`src/rtl/controller_sequencer_if.sv`:
```
// rtl/controller_sequencer_if.sv - opcode/flag inputs and control strobes between sequencer and datapath
// master modport belongs to the sequencer; slave modport to the datapath side.
interface controller_sequencer_if #(
   parameter int T_COUNT = 6
);
   logic [3:0]         opcode;
   logic               carry;
   logic [T_COUNT-1:0] t_state;
   logic               cp;
   logic               ep;
   logic               lp;
   logic               lm;
   logic               ce;
   logic               li;
   logic               ei;
   logic               la;
   logic               ea;
   logic               su;
   logic               eu;
   logic               lb;
   logic               lo;
   logic               hlt;

   modport master (
      input  opcode, carry,
      output t_state, cp, ep, lp, lm, ce, li, ei, la, ea, su, eu, lb, lo, hlt
   );

   modport slave (
      output opcode, carry,
      input  t_state, cp, ep, lp, lm, ce, li, ei, la, ea, su, eu, lb, lo, hlt
   );
endinterface

```
`src/rtl/controller_sequencer.sv`:
```
// rtl/controller_sequencer.sv - one-hot T-state sequencer driving the 8-bit CPU datapath strobes
// Optional VARIABLE_CYCLE_EN: return to T1 right after an instruction's last active state.
module controller_sequencer #(
   parameter int T_COUNT = 6
) (
   input  logic                    clk,
   input  logic                    clr,
   controller_sequencer_if.master  bus
);
   localparam logic [3:0] OP_LDA = 4'b0000;
   localparam logic [3:0] OP_ADD = 4'b0001;
   localparam logic [3:0] OP_SUB = 4'b0010;
   localparam logic [3:0] OP_JMP = 4'b0011;
   localparam logic [3:0] OP_JC  = 4'b0100;
   localparam logic [3:0] OP_OUT = 4'b1110;
   localparam logic [3:0] OP_HLT = 4'b1111;

   localparam logic [T_COUNT-1:0] T1_ONEHOT = {{(T_COUNT-1){1'b0}}, 1'b1};

   logic [T_COUNT-1:0] t_state_q;
   logic [T_COUNT-1:0] t_state_d;
   logic               halted;
   logic               last_state;

   logic t1, t2, t3, t4, t5, t6;
   assign t1 = t_state_q[0];
   assign t2 = t_state_q[1];
   assign t3 = t_state_q[2];
   assign t4 = t_state_q[3];
   assign t5 = t_state_q[4];
   assign t6 = t_state_q[5];

   always_ff @(posedge clk) begin
      if (clr) begin
         t_state_q <= T1_ONEHOT;
      end else begin
         t_state_q <= t_state_d;
      end
   end

   always_comb begin
      halted = t4 && (bus.opcode == OP_HLT);
`ifdef VARIABLE_CYCLE_EN
      case (bus.opcode)
         OP_LDA:                 last_state = t5;
         OP_ADD, OP_SUB:         last_state = t6;
         OP_JMP, OP_JC, OP_OUT:  last_state = t4;
         OP_HLT:                 last_state = 1'b0;
         default:                last_state = t3;
      endcase
`else
      last_state = t_state_q[T_COUNT-1];
`endif
      if (halted) begin
         t_state_d = t_state_q;
      end else if (last_state) begin
         t_state_d = T1_ONEHOT;
      end else begin
         t_state_d = {t_state_q[T_COUNT-2:0], t_state_q[T_COUNT-1]};
      end
   end

   always_comb begin
      bus.cp  = 1'b0;
      bus.ep  = 1'b0;
      bus.lp  = 1'b0;
      bus.lm  = 1'b0;
      bus.ce  = 1'b0;
      bus.li  = 1'b0;
      bus.ei  = 1'b0;
      bus.la  = 1'b0;
      bus.ea  = 1'b0;
      bus.su  = 1'b0;
      bus.eu  = 1'b0;
      bus.lb  = 1'b0;
      bus.lo  = 1'b0;
      bus.hlt = 1'b0;
      if (!clr) begin
         // Fetch states ignore the opcode so a changing IR cannot disturb them.
         if (t1) begin
            bus.ep = 1'b1;
            bus.lm = 1'b1;
         end
         if (t2) begin
            bus.cp = 1'b1;
         end
         if (t3) begin
            bus.ce = 1'b1;
            bus.li = 1'b1;
         end
         if (t4) begin
            case (bus.opcode)
               OP_LDA, OP_ADD, OP_SUB: begin
                  bus.ei = 1'b1;
                  bus.lm = 1'b1;
               end
               OP_JMP: begin
                  bus.ei = 1'b1;
                  bus.lp = 1'b1;
               end
               OP_JC: begin
                  bus.ei = bus.carry;
                  bus.lp = bus.carry;
               end
               OP_OUT: begin
                  bus.ea = 1'b1;
                  bus.lo = 1'b1;
               end
               OP_HLT:  bus.hlt = 1'b1;
               default: ;
            endcase
         end
         if (t5) begin
            case (bus.opcode)
               OP_LDA: begin
                  bus.ce = 1'b1;
                  bus.la = 1'b1;
               end
               OP_ADD, OP_SUB: begin
                  bus.ce = 1'b1;
                  bus.lb = 1'b1;
               end
               default: ;
            endcase
         end
         if (t6) begin
            case (bus.opcode)
               OP_ADD: begin
                  bus.eu = 1'b1;
                  bus.la = 1'b1;
               end
               OP_SUB: begin
                  bus.eu = 1'b1;
                  bus.su = 1'b1;
                  bus.la = 1'b1;
               end
               default: ;
            endcase
         end
      end
   end

   assign bus.t_state = t_state_q;
endmodule
```
`src/flat_wrapper.sv`:
```
// flat-port wrapper written by rule: the top's interface ports become plain ports
module controller_sequencer_flat 
#(
   parameter int T_COUNT = 6
)
  (clk, clr, bus_opcode, bus_carry, bus_t_state, bus_cp, bus_ep, bus_lp, bus_lm, bus_ce, bus_li, bus_ei, bus_la, bus_ea, bus_su, bus_eu, bus_lb, bus_lo, bus_hlt);
  controller_sequencer_if #(.T_COUNT(T_COUNT)) bus_i ();
  input  logic clk;
  input  logic clr;
  input wire logic [$bits(bus_i.opcode)-1:0] bus_opcode;
  input wire logic [$bits(bus_i.carry)-1:0] bus_carry;
  output wire logic [$bits(bus_i.t_state)-1:0] bus_t_state;
  output wire logic [$bits(bus_i.cp)-1:0] bus_cp;
  output wire logic [$bits(bus_i.ep)-1:0] bus_ep;
  output wire logic [$bits(bus_i.lp)-1:0] bus_lp;
  output wire logic [$bits(bus_i.lm)-1:0] bus_lm;
  output wire logic [$bits(bus_i.ce)-1:0] bus_ce;
  output wire logic [$bits(bus_i.li)-1:0] bus_li;
  output wire logic [$bits(bus_i.ei)-1:0] bus_ei;
  output wire logic [$bits(bus_i.la)-1:0] bus_la;
  output wire logic [$bits(bus_i.ea)-1:0] bus_ea;
  output wire logic [$bits(bus_i.su)-1:0] bus_su;
  output wire logic [$bits(bus_i.eu)-1:0] bus_eu;
  output wire logic [$bits(bus_i.lb)-1:0] bus_lb;
  output wire logic [$bits(bus_i.lo)-1:0] bus_lo;
  output wire logic [$bits(bus_i.hlt)-1:0] bus_hlt;
  assign bus_i.opcode = bus_opcode;
  assign bus_i.carry = bus_carry;
  assign bus_t_state = bus_i.t_state;
  assign bus_cp = bus_i.cp;
  assign bus_ep = bus_i.ep;
  assign bus_lp = bus_i.lp;
  assign bus_lm = bus_i.lm;
  assign bus_ce = bus_i.ce;
  assign bus_li = bus_i.li;
  assign bus_ei = bus_i.ei;
  assign bus_la = bus_i.la;
  assign bus_ea = bus_i.ea;
  assign bus_su = bus_i.su;
  assign bus_eu = bus_i.eu;
  assign bus_lb = bus_i.lb;
  assign bus_lo = bus_i.lo;
  assign bus_hlt = bus_i.hlt;
  controller_sequencer #(.T_COUNT(T_COUNT)) u_core (.clk(clk), .clr(clr), .bus(bus_i));
endmodule
```
`config.mk`:
```
export PLATFORM = sky130hd
export DESIGN_NAME = controller_sequencer_flat
export DESIGN_NICKNAME = d
export VERILOG_FILES = /design/src/rtl/controller_sequencer_if.sv /design/src/rtl/controller_sequencer.sv /design/src/flat_wrapper.sv
export SDC_FILE = /design/constraint.sdc
export NUM_CORES = 1
export LEC_CHECK = 0
export CAP_MARGIN = 0
export CORE_AREA = 5 5 42 44
export CTS_BUF_LIST = sky130_fd_sc_hd__clkbuf_4
export DETAILED_ROUTE_END_ITERATION = 6
export DIE_AREA = 0 0 47 49
export PLACE_DENSITY = 0.75
export SLEW_MARGIN = 15
export SYNTH_ARGS = -nofsm -noshare
export SYNTH_HDL_FRONTEND = slang
export SYNTH_SLANG_ARGS = --single-unit
```
`constraint.sdc`:
```
create_clock -name clk -period 3.2 [get_ports clk]
set_clock_uncertainty 0.1 [all_clocks]
set_input_delay 0.64 -clock clk [delete_from_list [all_inputs] [get_ports clk]]
set_output_delay 0.64 -clock clk [all_outputs]
set_load 0.02 [all_outputs]
```
# == Word-level counts from Yosys, hierarchy flattened ==
# Index checks and enable logic that the tools add are counted.
# classes
mux,38
n_reduce_logical,5
eq_ne,6
# op_table
cell,n
two-way mux 1 bit,35
"equality test 4 x 2 -> 1 bit, second input constant",2
"equality test 4 bit, second input constant",2
two-way mux 6 bit,1
"equality test 4 x 1 -> 1 bit, second input constant",1
"equality test 4 x 3 -> 1 bit, second input constant",1
logical NOT 4 bit,1
one-hot mux 1 bit (2 select lines),2
OR reduction 4 bit,1
OR reduction 3 bit,1
OR reduction 2 bit,1
logical AND 1 bit,1
# totals
input_bits,7
reg_bits,6
output_inout_bits,20
elab_cells,50

# == Logic depth before layout (Yosys ltp) ==
# logic_depth
ltp_word,6
ltp_mapped,5

# == Worst setup path after synthesis ==
# No wires, ideal clock.
# synth_timing
path_type,input to output
start,input bus_opcode[1]
end,output bus_la
path_slack_ps,668
arrival_ps,1792
n_path_buf,1
path_stages,4
cell_sequence,buf_2 > nor2_1 > o2bb2ai_1 > nor4b_1
# synth_via
elab_chain_len,6
elab_cells_between_ends,9
classes_between,eq/ne: 2; mux: 5; reduce/logical: 2
# synth_rtl
element,line,rtl
"start, declared",flat_wrapper.sv:10,input wire logic [$bits(bus_i.opcode)-1:0] bus_opcode;
logical NOT 4 bit,controller_sequencer.sv:114,case (bus.opcode)
two-way mux 1 bit,controller_sequencer.sv:114,
two-way mux 1 bit,controller_sequencer.sv:113,if (t5) begin
two-way mux 1 bit,controller_sequencer.sv:127,case (bus.opcode)
two-way mux 1 bit *,controller_sequencer.sv:126,if (t6) begin
two-way mux 1 bit *,controller_sequencer.sv:78,if (!clr) begin
"end, declared",flat_wrapper.sv:20,output wire logic [$bits(bus_i.la)-1:0] bus_la;
# Every way passes the cells marked *; elsewhere a longest branch is shown, timed or not.

# == Worst setup path after layout ==
# layout_timing
start,input bus_opcode[2]
end,output bus_la
# Same word-level chain as after synthesis.

==> results.yml <==
die:
  initial_core_util_pct: 31.61
  rows: 14
  die_x_um: 47
  dieArea_um2: 2303
  core_um2: 1401
  die_y_um: 49
  pin_count: 27
layout:
  stdcell_count: 102
  multi_input_area_um2: 296.5
  largest_register_ffs: 6
  area_delta_synth_final_pct: 75.14
  fin_util_pct: 55.36
  seqCellArea_um2: 120.1
  n_antenna_cell: 0
  nets: 95
  design_area_um2: 775.7
  fillerInstances: 147
  layout-drive-gt1-share_pct: 17.44
detailed_routing:
  wl_per_cell_um: 13.88
  routed_wl_um: 1416
  drcViolationCount: 0
  viasPerCell: 5.225
  route.antenna.remaining_nets: 0
  drt_iter0_markers: 6
  drt-pass1-iter-count: 4
  vias: 533
yosys:
  muxShareOfSynthArea_pct: 6.780
  synth_top_family_by_area: "simple AND/OR/NAND/NOR gates"
  synth_adder_area_share_pct: 0
  syn-cell-area_um2: 442.9
  synth_xor_area_share_pct: 1.977
  netlist_instances: 57
  synthDistinctLibCells: 28
  synth_top_area_share_pct: 27.12
  yosys_most_used_dff: "dfxtp_1"
  ys_seq_area_share_pct: 27.12
  synth-simple-area-share_pct: 39.55
  yosys-top-cells-count: "dfxtp_1 (6), nor2_1 (5), a21oi_1 (4), and2_1 (4), nand3_1 (4)"
  synth_edf_count: 0
  yosys.area.top_type: "dfxtp_1"
  synth-compound-area-share_pct: 16.10
  yosysMostFrequentCell: "dfxtp_1"
  synth_fp_nets: 64
  ys_warn_count: 0
  async_flop_share_pct: 0
  synth.avg_cell_area_um2: 7.771
  synthTopCellsByArea: "dfxtp_1 (27%), mux2_4 (6.8%), and2_1 (5.6%)"
  ys_seq_elements: 6
timing:
  setup-violations-final: 0
  slew_viol_final: 0
  max_slew_margin_pct: 79.27
  finalHoldViolations: 0
  max_freq_mhz: 317.7
  fin_crit_ns: 3.148
  finalCritPeriodShare_pct: 98.38
  max_slew.worst_pin.slew_ns: 0.3067
  hold-worst-slack_ns: 0.4043
  worst_slack_ns: 0.05189
place:
  place_congestion: 0.8122
  dp_hpwl_um: 1047
  place_area_um2: 734.5
  placed_cells: 99
  pre_cts_slack_ns: 0.007388
  io_buffers: 26
worst_setup_path:
  path_max_fanout: 8
  required_ns: 2.46
  worst_setup_path_end_kind: "primary output"
  worst-setup-path-type: "primary input to primary output"
  start_kind: "primary input"
  cp.arrival_ns: 2.41
clock_network:
  cts_tree: "done"
  clockRootBuffer: "clkbuf_4"
  clk_pin_slew_ns: 0.05
  clk_path_buf_depth: 2
  hold_buffers: 0
  clk_latency_ns: 0.25
  numCtsBuffers: 3
  clock-sinks: 6
  cts.htree.levels: 1
global_route:
  grt_use_total_pct: 14.79
  grt_pass1_wl_um: 2470
  grt_max_degree: 10
  grt_overflow: 0
  antenna_found_initial: 0
  grt_pass1_vias: 540
hold_path:
  worstHoldPathType: "flip-flop to flip-flop"
outcome:
  status: "completed"
power:
  irDropWorstVdd_mv: 0.1761
  power_density_nw_per_um2: 266.7
  leakage_nw: 0.3215
flow_run:
  drv_cap: 0
[routing by layer]
metal | vias to the layer above | global-route usage (%) | routed length, µm
li1 | 264 | - | -
met1 | 234 | 19.34 | 591
met2 | 30 | 18.55 | 576
met3 | 5 | 7.011 | 208
met4 | 0 | 9.677 | 40
met5 | - | 0 | 0
[cells by family after synthesis]
family                    Yosys count
DFF                                 6
AOI/OAI and AO/OA                  11
and+or+nand+nor                    29
xor gates and xnor gates            1
muxes                               2
buffers and inverters               8
[timing repair]
item	in CTS	in global routing
resized for setup	0	5
buffers inserted	0	0
setup endpoints to repair	0	7
[stage by stage]
stage,setup TNS (ns),total power [W]
after global routing,-0.02123,0.0002220
after global placement,0,0.0001343
final,0,0.0002069
after detailed placement,0,0.0001347
after CTS,0,0.0002067
after floorplan,0,0.0001086
[critical path, cell delays in order]
cell             delay [ns]
clkdlybuf4s50_1        0.56
buf_4                  0.22
nor4b_1                0.32
clkdlybuf4s50_1        0.67
[cell usage in the layout (no fill, tap or decap), drive strengths merged, types with 2 or more instances in the layout]
cell type / count
a211oi: 2
a21oi: 4
and2: 4
buf: 5
clkbuf: 3
clkdlybuf4s50: 23
dfxtp: 6
dlymetal6s2s: 3
inv: 3
mux2: 2
nand2: 4
nand3: 4
nor2: 5
nor2b: 3
nor4: 2
[worst paths after layout]
| path | start | to | slack, ns | depth (start not counted) |
|---|---|---|---|---|
| worst max-delay path | bus_opcode[2] | bus_la | 0.05 | 4 |
| worst min-delay path | u_core.bus.t_state[2] | u_core.bus.t_state[3] | 0.40 | 2 |
| worst max register to register | u_core.bus.t_state[3] | u_core.bus.t_state[1] | 1.98 | 3 |
| worst min register to register | u_core.bus.t_state[2] | u_core.bus.t_state[3] | 0.40 | 2 |
[layout make-up]
class,count,area share (%)
clock buffers,3,2.903
inverters,3,1.452
multi-input cells,43,38.23
well taps,16,2.581
flip-flops and latches,6,15.48
repair buffers,31,39.35
[power by group]
group          switching [W]  internal (W)  total [W]  leakage (nW)
registers         0.00000332     0.0000778  0.0000811        0.0493
clock network      0.0000294     0.0000426  0.0000719        0.0138
logic              0.0000267     0.0000271  0.0000538         0.258
total              0.0000594      0.000147   0.000207         0.322
(Power assumes the default switching activity.)
==> variant (same flow settings) <==
`T_COUNT` is set to 6 in 3 places; all go to 7.
--- a/src/rtl/controller_sequencer_if.sv
+++ b/src/rtl/controller_sequencer_if.sv
@@ -1,7 +1,7 @@
 // rtl/controller_sequencer_if.sv - opcode/flag inputs and control strobes between sequencer and datapath
 // master modport belongs to the sequencer; slave modport to the datapath side.
 interface controller_sequencer_if #(
-   parameter int T_COUNT = 6
+   parameter int T_COUNT = 7
 );
    logic [3:0]         opcode;
    logic               carry;
--- a/src/rtl/controller_sequencer.sv
+++ b/src/rtl/controller_sequencer.sv
@@ -1,7 +1,7 @@
 // rtl/controller_sequencer.sv - one-hot T-state sequencer driving the 8-bit CPU datapath strobes
 // Optional VARIABLE_CYCLE_EN: return to T1 right after an instruction's last active state.
 module controller_sequencer #(
-   parameter int T_COUNT = 6
+   parameter int T_COUNT = 7
 ) (
    input  logic                    clk,
    input  logic                    clr,
--- a/src/flat_wrapper.sv
+++ b/src/flat_wrapper.sv
@@ -1,7 +1,7 @@
 // flat-port wrapper written by rule: the top's interface ports become plain ports
 module controller_sequencer_flat 
 #(
-   parameter int T_COUNT = 6
+   parameter int T_COUNT = 7
 )
   (clk, clr, bus_opcode, bus_carry, bus_t_state, bus_cp, bus_ep, bus_lp, bus_lm, bus_ce, bus_li, bus_ei, bus_la, bus_ea, bus_su, bus_eu, bus_lb, bus_lo, bus_hlt);
   controller_sequencer_if #(.T_COUNT(T_COUNT)) bus_i ();
Ports: changed (resized bus_t_state); port bits go from 27 to 28. No check against the original RTL was run, so the function may have changed too.
==> variant against the unedited design <==
Total power up 12%; final cell count up 2.9%; fmax up 2.9%; wire length up 0.78%; setup slack better by 0.088 ns; design area up 5.8%; hold slack better by 0.0085 ns; area after synthesis up 14%; register-to-register slack worse by 0.05 ns; synthesized cell count up 5.3%; count of clock-buffer cells in the layout up 1; sequential power up 15%; sequential cell count up 1; critical path type unchanged; largest cell class is now multi-input combinational cells.
==> variant: results (changes against the unedited design) <==
- HP Start: u_core.bus.t_state[2]
- Setup WS pre-CTS: 0.0845 ns (+0.0771 ns)
- Post-Synthesis Cells: 60 (+5.3%)
- FILL cells: 138 (-6.1%)
- Final Hold Fails: 0 (unchanged)
- Detailed placer's ending HPWL: 1.08 mm (+2.9%)
- Worst hold stages: 2 (unchanged)
- Vias in the first global route: 520 (-3.7%)
- # Post-CTS Setup Buffers: 0 (unchanged)
- PortBufs: 27 (+3.8%)
- Placer Congestion: 0.735 (-9.5%)
- CP peak stage delay: 0.61 ns (-0.06 ns)
- Most common library cells after synthesis: dfxtp_1, a21oi_1, nor2_1
- Synth warnings: 0 (unchanged)
- Hold endpoint: u_core.bus.t_state[3]
- CP delay by family, top: buffers and inverters
- Largest net degree at the start of global routing: 12 (+2)
- GRT Util Overall: 14.0% (-0.77 points)
- Post-synth top flop: dfxtp_1
- First-pass GRT wire length: 2.41 mm (-2.5%)
- Status: finished clean
- CP max FO: 8 (unchanged)
- Worst-case reg-to-reg path depth: 3 (unchanged)
- Nets: 97 (+2.1%)
- Critical path origin: bus_opcode[2]
- Antenna violations before repair: 0 (unchanged)
- CTS Buf Count: 3 (unchanged)
- DR WL/cell: 13.6 um (-2.1%)
- Post-synthesis sequential area ratio: 27.7% (+0.60 points)
- Initial drt markers: 8 (+2)
- Synth async-reset ratio: 0% (unchanged)
- Dpl cells: 101 (+2.0%)
- Share of layout cells above drive strength 1: 18.0% (+0.54 points)
- Max VDD drop: 0.000207 V (+18%)
- FF-to-FF End: u_core.bus.t_state[4]
- Flop-to-flop setup slack: 1.93 ns (-0.05 ns)
- Clock-pin slew on the worst setup and hold paths: 0.05 ns (about the same)
- Initial DRT Pass Iterations: 4 (unchanged)
- H-tree levels: 1 (unchanged)
- Clk Latency, worst-skew pair: 0.25 ns (about the same)
- CP arrival: 2.32 ns (-0.09 ns)
- Post-Layout Cell Count: 105 (+2.9%)
- Post-cts sizing count: 0 (unchanged)
- Leak Pwr: 0.000362 uW (+12%)
- Vias per cell: 5.10 (-2.5%)
- Clock tree root buffer cell: clkbuf_4
- Crit-path slowest cell: clkdlybuf4s50_1
- Hold slack: 0.413 ns (+0.00846 ns)
- Hold Crit Class: flip-flop to flip-flop
- N_diodes: 0 (unchanged)
- Synth cell types: 32 (+14%)
- Reg2reg start: u_core.bus.t_state[3]
- Least-Margin Pin Slew: 0.288 ns (-0.0183 ns)
- Synth Net Count: 67 (+4.7%)
- Largest cells by area after synthesis: dfxtp_1, a21oi_1, mux2_4, nand2b_1, nor2b_1
- Final number of setup-violating endpoints: 0 (unchanged)
- Cts hold-fix bufs: 0 (unchanged)
- Number of flip-flops in the largest register: 7 (+1)
- Longest Clk Path Bufs: 2 (unchanged)
variant: cell count changes after synthesis, moves of 2 or more:
cell / change
a21oi_1: +2
nand2b_1: +3
buf_2: -2
nand2_1: -2
and2_1: -2
variant: logic make-up (layout without fill, tap and decap cells):
family | Yosys count | count (layout) | synth area share [%]
AO/OA/AOI/OAI | 12 | 12 | 16.1
XOR/XNOR | 1 | 1 | 1.73
buffers and inverters | 8 | 37 | 9.16
multiplexers | 3 | 3 | 7.92
AND/OR/NAND/NOR | 29 | 29 | 37.4
flip-flops | 7 | 7 | 27.7
variant: power breakdown:
part	internal, uW	switching, uW	leakage [uW]
clock	56.0	31.5	0.0000184
combinational	26.3	24.7	0.000286
sequential	90.1	3.00	0.0000574
total	172	59.3	0.000362
variant: tightest hold or removal path, stage by stage (launching register included):
cell,delay (ns)
dfxtp_1,0.33
nand2b_1,0.08
a21oi_1,0.06
variant: layout make-up:
cell class / instances / area share (%)
Multi-Input combinational cell: 45 / 38.9
Timing Repair Buffer: 30 / 36.6
Sequential cell: 7 / 17.1
Clock buffer: 4 / 3.66
Tap cell: 16 / 2.44
Inverter: 3 / 1.37
variant: per-layer routing:
metal	share of wire, %	vias to the layer above	global-route usage (%)
met5	0	-	0
met4	1.1	0	6.91
met2	50	18	21.0
met3	6.3	2	4.06
met1	43	244	17.6
li1	-	271	-
variant: how the worst max path moves through the flow:
stage	to	slack, ns	cells after the start
5_1_grt	bus_hlt	0.05	5
4_1_cts	bus_la	0.08	5
6_report	bus_hlt	0.14	5
3_5_place_dp	bus_lb	0.08	5
3_3_place_gp	bus_eu	0.12	5
2_1_floorplan	bus_la	0.78	4
variant: through the flow:
step                cell area, um^2  power [uW]
detailed placement              783         146
global placement                783         146
finish                          821         232
floorplan                       505         123
global route                    821         247
CTS                             813         237
